## config.mk

```make
export PLATFORM = sky130hd
export DESIGN_NAME = hack_cpu_mc
export DESIGN_NICKNAME = d
export VERILOG_FILES = /design/src/rtl/hack_cpu_mc.sv
export SDC_FILE = /design/constraint.sdc
export NUM_CORES = 1
export LEC_CHECK = 0
export ABC_AREA = 1
export BUFFER_PORTS_ARGS = -buffer_cell sky130_fd_sc_hd__buf_2
export CAP_MARGIN = 20
export CORE_ASPECT_RATIO = 0.8
export CORE_MARGIN = 2
export CORE_UTILIZATION = 25
export CTS_BUF_LIST = sky130_fd_sc_hd__clkbuf_4 sky130_fd_sc_hd__clkbuf_8
export CTS_CLUSTER_DIAMETER = 200
export DETAILED_ROUTE_END_ITERATION = 8
export PLACE_DENSITY = 0.39
export SLEW_MARGIN = 20
export SYNTH_ARGS = -nofsm -noshare
export SYNTH_HDL_FRONTEND = slang
export SYNTH_SLANG_ARGS = --single-unit
```

## constraint.sdc

```tcl
create_clock -name clock -period 3.45 [get_ports clock]
set_input_delay 0.69 -clock clock [delete_from_list [all_inputs] [get_ports clock]]
set_output_delay 0.69 -clock clock [all_outputs]
set_load 0.02 [all_outputs]
```

## src/rtl/hack_cpu_mc.sv

```systemverilog
// hack_cpu_mc -- multi-cycle Hack CPU with request/ready instruction and data ports.
//
// Each instruction walks FETCH -> DECODE -> [LOAD] -> [STORE] -> COMMIT. The A, D and PC
// registers change only in COMMIT, so an access abandoned by reset leaves no trace. The
// ALU result is registered once, in DECODE or LOAD. STORE and COMMIT both use that value.
//
// Ports
//   clock, reset          rising-edge clock, asynchronous active-low reset
//   imem_req/addr         fetch request at PC; imem_ready/imem_rdata complete it
//   dmem_req/we/addr      data access at A; dmem_wdata is the registered ALU result
//   dmem_ready/rdata      access accept; rdata is the load data (M)
//   halted                core has stopped on the "@n; 0;JMP at n+1" idiom
//   retired               count of committed instructions, wraps
//
// Parameters: DATA_W >= 16 and ADDR_W <= DATA_W-1, so that A can hold a full address.

module hack_cpu_mc #(
    parameter int DATA_W = 16,
    parameter int ADDR_W = 15,
    parameter int CNT_W  = 32
) (
    input  logic              clock,
    input  logic              reset,
    output logic              imem_req,
    output logic [ADDR_W-1:0] imem_addr,
    input  logic              imem_ready,
    input  logic [DATA_W-1:0] imem_rdata,
    output logic              dmem_req,
    output logic              dmem_we,
    output logic [ADDR_W-1:0] dmem_addr,
    output logic [DATA_W-1:0] dmem_wdata,
    input  logic              dmem_ready,
    input  logic [DATA_W-1:0] dmem_rdata,
    output logic              halted,
    output logic [CNT_W-1:0]  retired
);

    typedef enum logic [2:0] {
        FETCH  = 3'd0,
        DECODE = 3'd1,
        LOAD   = 3'd2,
        STORE  = 3'd3,
        COMMIT = 3'd4,
        HALT   = 3'd5
    } state_t;

    state_t              state_q, state_d;
    logic [DATA_W-1:0]   a_q, a_d;
    logic [DATA_W-1:0]   d_q, d_d;
    logic [ADDR_W-1:0]   pc_q, pc_d;
    logic [DATA_W-1:0]   instr_q, instr_d;
    logic [DATA_W-1:0]   alu_q, alu_d;
    // Set when the last committed instruction was an A-instruction. A-instructions
    // never jump, so that instruction sits at PC-1.
    logic                prev_a_q, prev_a_d;
    logic [CNT_W-1:0]    retired_q, retired_d;

    // Instruction fields
    logic       is_c, a_bit, dst_a, dst_d, dst_m;
    logic [5:0] ctl;
    logic [2:0] jmp;

    assign is_c  = instr_q[DATA_W-1];
    assign a_bit = instr_q[12];
    assign ctl   = instr_q[11:6];
    assign dst_a = instr_q[5];
    assign dst_d = instr_q[4];
    assign dst_m = instr_q[3];
    assign jmp   = instr_q[2:0];

    function automatic logic [DATA_W-1:0] alu_f(input logic [DATA_W-1:0] x,
                                                input logic [DATA_W-1:0] y,
                                                input logic [5:0]        c);
        logic [DATA_W-1:0] xa, ya, o;
        xa = c[5] ? '0 : x;
        xa = c[4] ? ~xa : xa;
        ya = c[3] ? '0 : y;
        ya = c[2] ? ~ya : ya;
        o  = c[1] ? (xa + ya) : (xa & ya);
        return c[0] ? ~o : o;
    endfunction

    // y operand is M only while LOAD completes; DECODE evaluates the A-operand form.
    logic [DATA_W-1:0] alu_y, alu_out;
    assign alu_y   = (state_q == LOAD) ? dmem_rdata : a_q;
    assign alu_out = alu_f(d_q, alu_y, ctl);

    // Jump and halt decisions use the registered result seen in COMMIT.
    logic zr, ng, jump_taken, halt_hit;
    logic [ADDR_W-1:0] pc_inc, pc_prev;

    assign zr         = (alu_q == '0);
    assign ng         = alu_q[DATA_W-1];
    assign jump_taken = is_c & ((jmp[2] & ng) | (jmp[1] & zr) | (jmp[0] & ~ng & ~zr));
    assign pc_inc     = pc_q + ADDR_W'(1);
    assign pc_prev    = pc_q - ADDR_W'(1);
    assign halt_hit   = jump_taken & prev_a_q & (a_q[ADDR_W-1:0] == pc_prev);

    always_comb begin
        state_d   = state_q;
        a_d       = a_q;
        d_d       = d_q;
        pc_d      = pc_q;
        instr_d   = instr_q;
        alu_d     = alu_q;
        prev_a_d  = prev_a_q;
        retired_d = retired_q;
        case (state_q)
            FETCH: begin
                if (imem_ready) begin
                    instr_d = imem_rdata;
                    state_d = DECODE;
                end
            end
            DECODE: begin
                if (!is_c) begin
                    state_d = COMMIT;
                end else if (a_bit) begin
                    state_d = LOAD;
                end else begin
                    alu_d   = alu_out;
                    state_d = dst_m ? STORE : COMMIT;
                end
            end
            LOAD: begin
                if (dmem_ready) begin
                    alu_d   = alu_out;
                    state_d = dst_m ? STORE : COMMIT;
                end
            end
            STORE: begin
                if (dmem_ready) state_d = COMMIT;
            end
            COMMIT: begin
                if (!is_c) begin
                    a_d      = {1'b0, instr_q[DATA_W-2:0]};
                    prev_a_d = 1'b1;
                end else begin
                    if (dst_a) a_d = alu_q;
                    if (dst_d) d_d = alu_q;
                    prev_a_d = 1'b0;
                end
                pc_d      = jump_taken ? a_q[ADDR_W-1:0] : pc_inc;
                retired_d = retired_q + CNT_W'(1);
                state_d   = halt_hit ? HALT : FETCH;
            end
            HALT: begin
                state_d = HALT;
            end
            default: state_d = FETCH;
        endcase
    end

    always_ff @(posedge clock or negedge reset) begin
        if (!reset) begin
            state_q   <= FETCH;
            a_q       <= '0;
            d_q       <= '0;
            pc_q      <= '0;
            instr_q   <= '0;
            alu_q     <= '0;
            prev_a_q  <= 1'b0;
            retired_q <= '0;
        end else begin
            state_q   <= state_d;
            a_q       <= a_d;
            d_q       <= d_d;
            pc_q      <= pc_d;
            instr_q   <= instr_d;
            alu_q     <= alu_d;
            prev_a_q  <= prev_a_d;
            retired_q <= retired_d;
        end
    end

    // Requests are gated by reset so that they drop the moment reset asserts, even
    // though the state register already reads FETCH.
    assign imem_req   = reset & (state_q == FETCH);
    assign imem_addr  = pc_q;
    assign dmem_req   = reset & ((state_q == LOAD) | (state_q == STORE));
    assign dmem_we    = reset & (state_q == STORE);
    assign dmem_addr  = a_q[ADDR_W-1:0];
    assign dmem_wdata = alu_q;
    assign halted     = (state_q == HALT);
    assign retired    = retired_q;

endmodule

```

==> results.py, run 1 <==
metrics = {
    "setup_path": {
        "regToRegSetupSlack_ps": 300,
        "rr_endpoint": "dmem_wdata[14]$_DFFE_PN0P_",
        "r2r_cells": 21,
        "worstSetupStartpointType": "flop",
        "cp_cell_sequence": "inv_1 -> nor2_1 -> inv_1 -> nor2_1 -> inv_2 -> buf_4 -> a21oi_1 -> o21ai_0 -> xor2_1 -> ha_1 -> nand3_1 -> nand3_1 -> inv_1 -> o21ai_0 -> nand2_1 -> nand2_1 -> nand2_1 -> nand3_1 -> nand3_1 -> nand3_1 -> o21ai_0",
        "cp.required_ps": 3770,
        "cp_max_fo": 21,
        "path_class": "reg2reg",
        "cp-end-kind": "flop",
        "cp.arrival_ps": 3480,
        "critPathMaxStageDelay_ps": 370,
        "r2r_start": "state_q[1]$_DFFE_PN0P_",
        "critical-path-top-cell-by-count": "nand3_1",
        "path_buf_inv": 5,
        "cpLargestDelayFamily": "simple AND/OR/NAND/NOR gates",
        "cp_slowest_cell": "dfrtp_1",
    },
    "finish": {
        "final_cells": 1572,
        "num-fill-cells": 3417,
        "drive_gt1_frac": 0.196,
        "finalNetCount": 1199,
        "final_cell_mix": "nand2_1 (221), inv_1 (124), buf_2 (116)",
        "syn_to_final_growth_pct": 18.7,
        "final_common_cell": "nand2_1",
    },
    "synthesis": {
        "yosys.area.top_type": "dfrtp_1",
        "synthTopCellsByArea": "dfrtp_1 (37%), nand2_1 (11%), xor2_1 (8.6%), o21ai_0 (6.2%), inv_1 (6.0%)",
        "synth_edf_count": 0,
        "syn-num-nets": 1091,
        "yosys.area.top_type_share": 0.370,
        "yosys_warnings": 0,
        "syn_inst": 1035,
        "syn_area_per_cell_sq_um": 7.52,
        "ys_types": 38,
        "synth-seq-cells": 115,
        "async_flop_share": 1.00,
        "synth_ff_type": "dfrtp_1",
        "yosysSeqAreaShare": 0.370,
        "netlist_area_sq_mm": 0.00778,
    },
    "clocking": {
        "htree_levels": 4,
        "numCtsBuffers": 17,
        "clock_latency_ps": 460,
        "cts_tree": "yes",
        "cts-root-buf": "clkbuf_8",
        "cts.sinks": 115,
        "clockBufferDepth": 2,
        "clk_pin_slew_ps": 80,
    },
    "placement": {
        "port-buffer-count": 117,
        "dpl.hpwl_microns": 20200,
        "place_congestion": 0.853,
        "placed_cells": 1535,
    },
    "detailed_routing": {
        "postRouteAntennaNets": 0,
        "drt_pass1_iterations": 5,
        "wl_per_cell_microns": 16.7,
        "vias": 7113,
        "wirelength_microns": 26300,
        "via_per_inst": 4.52,
        "drtIter0Drc": 405,
        "drc": 0,
    },
    "grt": {
        "grt_pass1_wl_microns": 41100,
        "grt_overflow": 0,
        "antenna_found_initial": 7,
        "track_usage": 0.165,
        "grt_max_degree": 50,
        "grt_pass1_vias": 6727,
    },
    "sta": {
        "fin_crit_ps": 3150,
        "slew_viol_final": 0,
        "timing.fmax_ghz": 0.317,
        "hold_viol_final": 0,
        "skew_ps": 17.0,
        "worst_pin_slew_ps": 807,
        "rsz0062_at_grt": "true",
        "final.period_utilization": 0.914,
        "setup_violations": 0,
        "maxSlewHeadroom": 0.462,
    },
    "min_path": {
        "hold_class": "in2async",
    },
    "run_status": {
        "status": "completed",
    },
    "pwr": {
        "p_total_mw": 10.3,
        "power.leakage_nw": 4.57,
        "powerDensity_mw_per_mm2": 1120,
        "vdd_drop_max_v": 0.000328,
    },
    "floorplan": {
        "start_util": 0.255,
        "rows": 57,
        "coreArea_sq_mm": 0.0305,
        "die_y_microns": 162,
        "die_area_sq_mm": 0.0326,
        "num_io_pins": 118,
        "die_x_microns": 201,
    },
    "run": {
        "max_cap_viol_count": 0,
    },
}
## repair_timing
| item | CTS | global route |
|---|---|---|
| buffers inserted | 0 | 2 |
| hold buffers | 0 | 0 |
| endpoints found under the setup margin | 0 | 9 |
| resized for setup | 0 | 7 |
| hold endpoints to repair | 0 | 0 |
## area by class of cell
cell class | instances | area [sq um] | share of cell area
Multi-Input combinational cell | 734 | 4160 | 0.450
Tap cell | 413 | 517 | 0.0560
Antenna cell | 3 | 7.51 | 0.000813
Clock buffer | 24 | 293 | 0.0317
Clock inverter | 8 | 104 | 0.0112
Timing Repair Buffer | 142 | 776 | 0.0840
Inverter | 133 | 499 | 0.0541
Sequential cell | 115 | 2880 | 0.312
## cells by family after synthesis
family                     after synthesis  share of synthesized area
DFF                                    115                      0.370
buffers and inverters                  186                     0.0978
and+or+nand+nor                        423                      0.246
adders and majority gates               20                     0.0331
AOI/OAI and AO/OA                      183                      0.127
muxes                                   12                     0.0174
xor gates and xnor gates                96                      0.109
## worst max-delay path by stage
stage                                start                    endpoint  depth (start not counted)
floorplan           state_q[2]$_DFFE_PN0P_  dmem_wdata[10]$_DFFE_PN0P_                         22
global placement    state_q[1]$_DFFE_PN0P_  dmem_wdata[13]$_DFFE_PN0P_                         21
detailed placement  state_q[1]$_DFFE_PN0P_  dmem_wdata[10]$_DFFE_PN0P_                         22
CTS                 state_q[1]$_DFFE_PN0P_  dmem_wdata[10]$_DFFE_PN0P_                         22
global route        state_q[1]$_DFFE_PN0P_  dmem_wdata[14]$_DFFE_PN0P_                         22
finish              state_q[1]$_DFFE_PN0P_  dmem_wdata[14]$_DFFE_PN0P_                         21
## synth_stat cells (3+ instances only)
cell,count
dfrtp_1,115
o22ai_1,4
nand2_1,222
nor2_4,6
mux2_2,12
buf_4,15
xnor2_1,19
o21ai_0,97
o21bai_1,3
clkinv_1,4
buf_2,4
nand3b_1,3
nand3_1,60
nor4_1,4
a21boi_0,3
clkbuf_1,31
inv_1,124
or2_2,7
inv_2,5
nand2_2,6
ha_1,19
xor2_1,76
nand4_1,11
a21oi_1,55
nor3_4,3
nor2_1,83
o211ai_1,20
nor3_1,10
## where the power goes
| group | switching [mW] | internal, mW |
|---|---|---|
| clock | 0.620 | 0.710 |
| sequential | 0.618 | 1.82 |
| combinational | 4.25 | 2.33 |
| total | 5.48 | 4.86 |
## registers in the layout, indices dropped and copies added, names as in the netlist
name / count
instr_q: 16
d_q: 16
retired: 32
state_q: 3
dmem_wdata: 16
imem_addr: 15
a_q: 16
prev_a_q: 1
## per-layer routing
metal | GRT usage | part of all wire | vias to the layer above
met5 | 0 | 0.0022 | -
met4 | 0.0324 | 0.010 | 8
met3 | 0.0435 | 0.064 | 24
met2 | 0.233 | 0.41 | 189
met1 | 0.249 | 0.52 | 3361
li1 | - | - | 3531
## through the flow
| stage | util | TNS, ps | hold slack (ps) | area, sq um | setup slack (ps) |
|---|---|---|---|---|---|
| after floorplan | - | 0 | 394 | 7780 | 365 |
| after global placement | 0.288 | 0 | 470 | 8800 | 275 |
| after detailed placement | 0.288 | 0 | 475 | 8800 | 279 |
| after CTS | 0.301 | 0 | 138 | 9200 | 252 |
| after global routing | 0.302 | -32.9 | 158 | 9230 | -20.3 |
| final | 0.302 | 0 | 150 | 9230 | 298 |
(Power assumes the default switching activity.)
==> run 2: changes to the inputs <==
Clock period 3.45 ns to 3.7 ns, I/O delays scaled along.
==> run 2 against run 1 <==
  * Design area shrank 0.20%
  * Largest cell class unchanged
  * Critical endpoint is now dmem_wdata[12]$_DFFE_PN0P_
  * Non-clock buffer count is 10 lower
  * Largest power group unchanged
  * Register-to-register slack better by 120 ps
  * Global-route usage about the same
==> results.py, run 2 (same netlist as run 1, synthesis figures left out) <==
metrics = {
    "floorplan": {
        "num_io_pins": 118,
        "rows": 57,
        "die_y_microns": 162,
        "die_x_microns": 201,
        "coreArea_sq_mm": 0.0305,
        "start_util": 0.255,
        "die_area_sq_mm": 0.0326,
    },
    "finish": {
        "final_common_cell": "nand2_1",
        "drive_gt1_frac": 0.187,
        "final_cell_mix": "nand2_1 (222), inv_1 (124), buf_2 (116)",
        "largest_reg_flops": 32,
        "final_area_sq_mm": 0.00921,
        "syn_to_final_growth_pct": 18.4,
        "num-fill-cells": 3450,
        "finalNetCount": 1189,
    },
    "grt": {
        "grt_max_degree": 116,
        "antenna_found_initial": 6,
        "grt_overflow": 0,
        "track_usage": 0.164,
        "grt_pass1_vias": 6695,
        "grt_pass1_wl_microns": 40600,
    },
    "run": {
        "max_cap_viol_count": 0,
    },
    "setup_path": {
        "cp.arrival_ps": 3630,
        "cp_max_fo": 27,
        "worstSetupStartpointType": "flop",
        "cp.required_ps": 4050,
        "path_class": "reg2reg",
        "cp-end-kind": "flop",
    },
    "detailed_routing": {
        "drc": 0,
        "via_per_inst": 4.42,
        "postRouteAntennaNets": 0,
        "drt_pass1_iterations": 6,
        "wirelength_microns": 26200,
        "wl_per_cell_microns": 16.8,
        "vias": 6920,
        "drtIter0Drc": 405,
    },
    "placement": {
        "dpl.hpwl_microns": 19800,
        "port-buffer-count": 117,
        "place_congestion": 0.830,
        "post_dp_cell_area_sq_mm": 0.00875,
    },
    "sta": {
        "tns_ps": 0,
        "slew_viol_final": 0,
        "worst_pin_slew_ps": 893,
        "timing.fmax_ghz": 0.305,
        "hold_viol_final": 0,
        "skew_ps": 15.8,
        "final.period_utilization": 0.886,
        "setup_violations": 0,
        "rsz0062_at_grt": "false",
        "fin_crit_ps": 3280,
        "maxSlewHeadroom": 0.403,
    },
    "run_status": {
        "status": "completed",
    },
    "clocking": {
        "clock_latency_ps": 460,
        "numCtsBuffers": 17,
        "clk_pin_slew_ps": 80,
        "cts.sinks": 115,
        "post_cts_buffers": 0,
        "hold_buffers": 0,
        "htree_levels": 4,
        "cts-root-buf": "clkbuf_8",
        "cts_tree": "yes",
        "cts_repair_resize_count": 0,
        "clockBufferDepth": 2,
    },
    "pwr": {
        "power.leakage_nw": 4.55,
        "p_total_mw": 9.62,
        "vdd_drop_max_v": 0.000308,
        "powerDensity_mw_per_mm2": 1040,
    },
    "min_path": {
        "hold_class": "in2async",
    },
}
-- run 2: final timing paths --
kind / cells after the start / startpoint / slack (ps) / end
setup reg to reg: 18 / state_q[2]$_DFFE_PN0P_ / 420 / dmem_wdata[12]$_DFFE_PN0P_
hold / removal: 2 / reset / 350 / retired[11]$_DFFE_PN0P_
hold reg to reg: 2 / d_q[2]$_DFFE_PN0P_ / 490 / d_q[2]$_DFFE_PN0P_
setup / recovery: 18 / state_q[2]$_DFFE_PN0P_ / 420 / dmem_wdata[12]$_DFFE_PN0P_
max in group asynchronous: 2 / reset / 2760 / dmem_wdata[6]$_DFFE_PN0P_
min in group clock: 2 / d_q[2]$_DFFE_PN0P_ / 490 / d_q[2]$_DFFE_PN0P_
-- run 2: final cells by class --
cell class / count / area (sq um) / share of cell area
clock buffer: 24 / 293 / 0.0318
clock inverter: 8 / 151 / 0.0164
antenna: 5 / 12.5 / 0.00136
timing repair buffer: 132 / 713 / 0.0774
tap: 413 / 517 / 0.0561
sequential: 115 / 2880 / 0.312
multi-input combinational: 734 / 4150 / 0.450
inverter: 133 / 502 / 0.0545
-- run 2: per-layer routing --
layer  vias up  track usage  wire length [microns]
met4         2       0.0311                    183
met2       164        0.232                  10600
met1      3225        0.247                  13700
met3        14       0.0470                   1710
li1       3515            -                      -
met5         -            0                     13
-- run 2: metrics by stage --
stage | utilization | hold slack (ps) | setup slack (ps) | cells
2_1_floorplan | - | 444 | 615 | 1035
3_3_place_gp | 0.287 | 469 | 364 | 1527
3_5_place_dp | 0.287 | 479 | 285 | 1527
4_1_cts | 0.301 | 428 | 257 | 1559
5_1_grt | 0.302 | 410 | 40.2 | 1561
6_report | 0.302 | 354 | 422 | 1564
-- run 2: worst max-delay path, cell delays in order, from the launching register on --
cell	delay (ps)
dfrtp_1	450
nor2_1	120
inv_1	90
nor2_2	140
inv_4	120
a21oi_1	140
o21ai_0	130
xor2_1	160
ha_1	240
fa_1	410
nand3_1	80
nand3_1	150
nand3_1	150
nand4_1	100
nand3_1	120
o21ai_0	120
or2_2	290
nand3_1	80
nand2_1	50
-- run 2: report_power, final --
part / internal (mW) / total [mW] / switching (mW)
Sequential: 1.69 / 2.30 / 0.608
Combinational: 2.08 / 5.94 / 3.86
Clock: 0.800 / 1.38 / 0.579
Total: 4.57 / 9.62 / 5.05
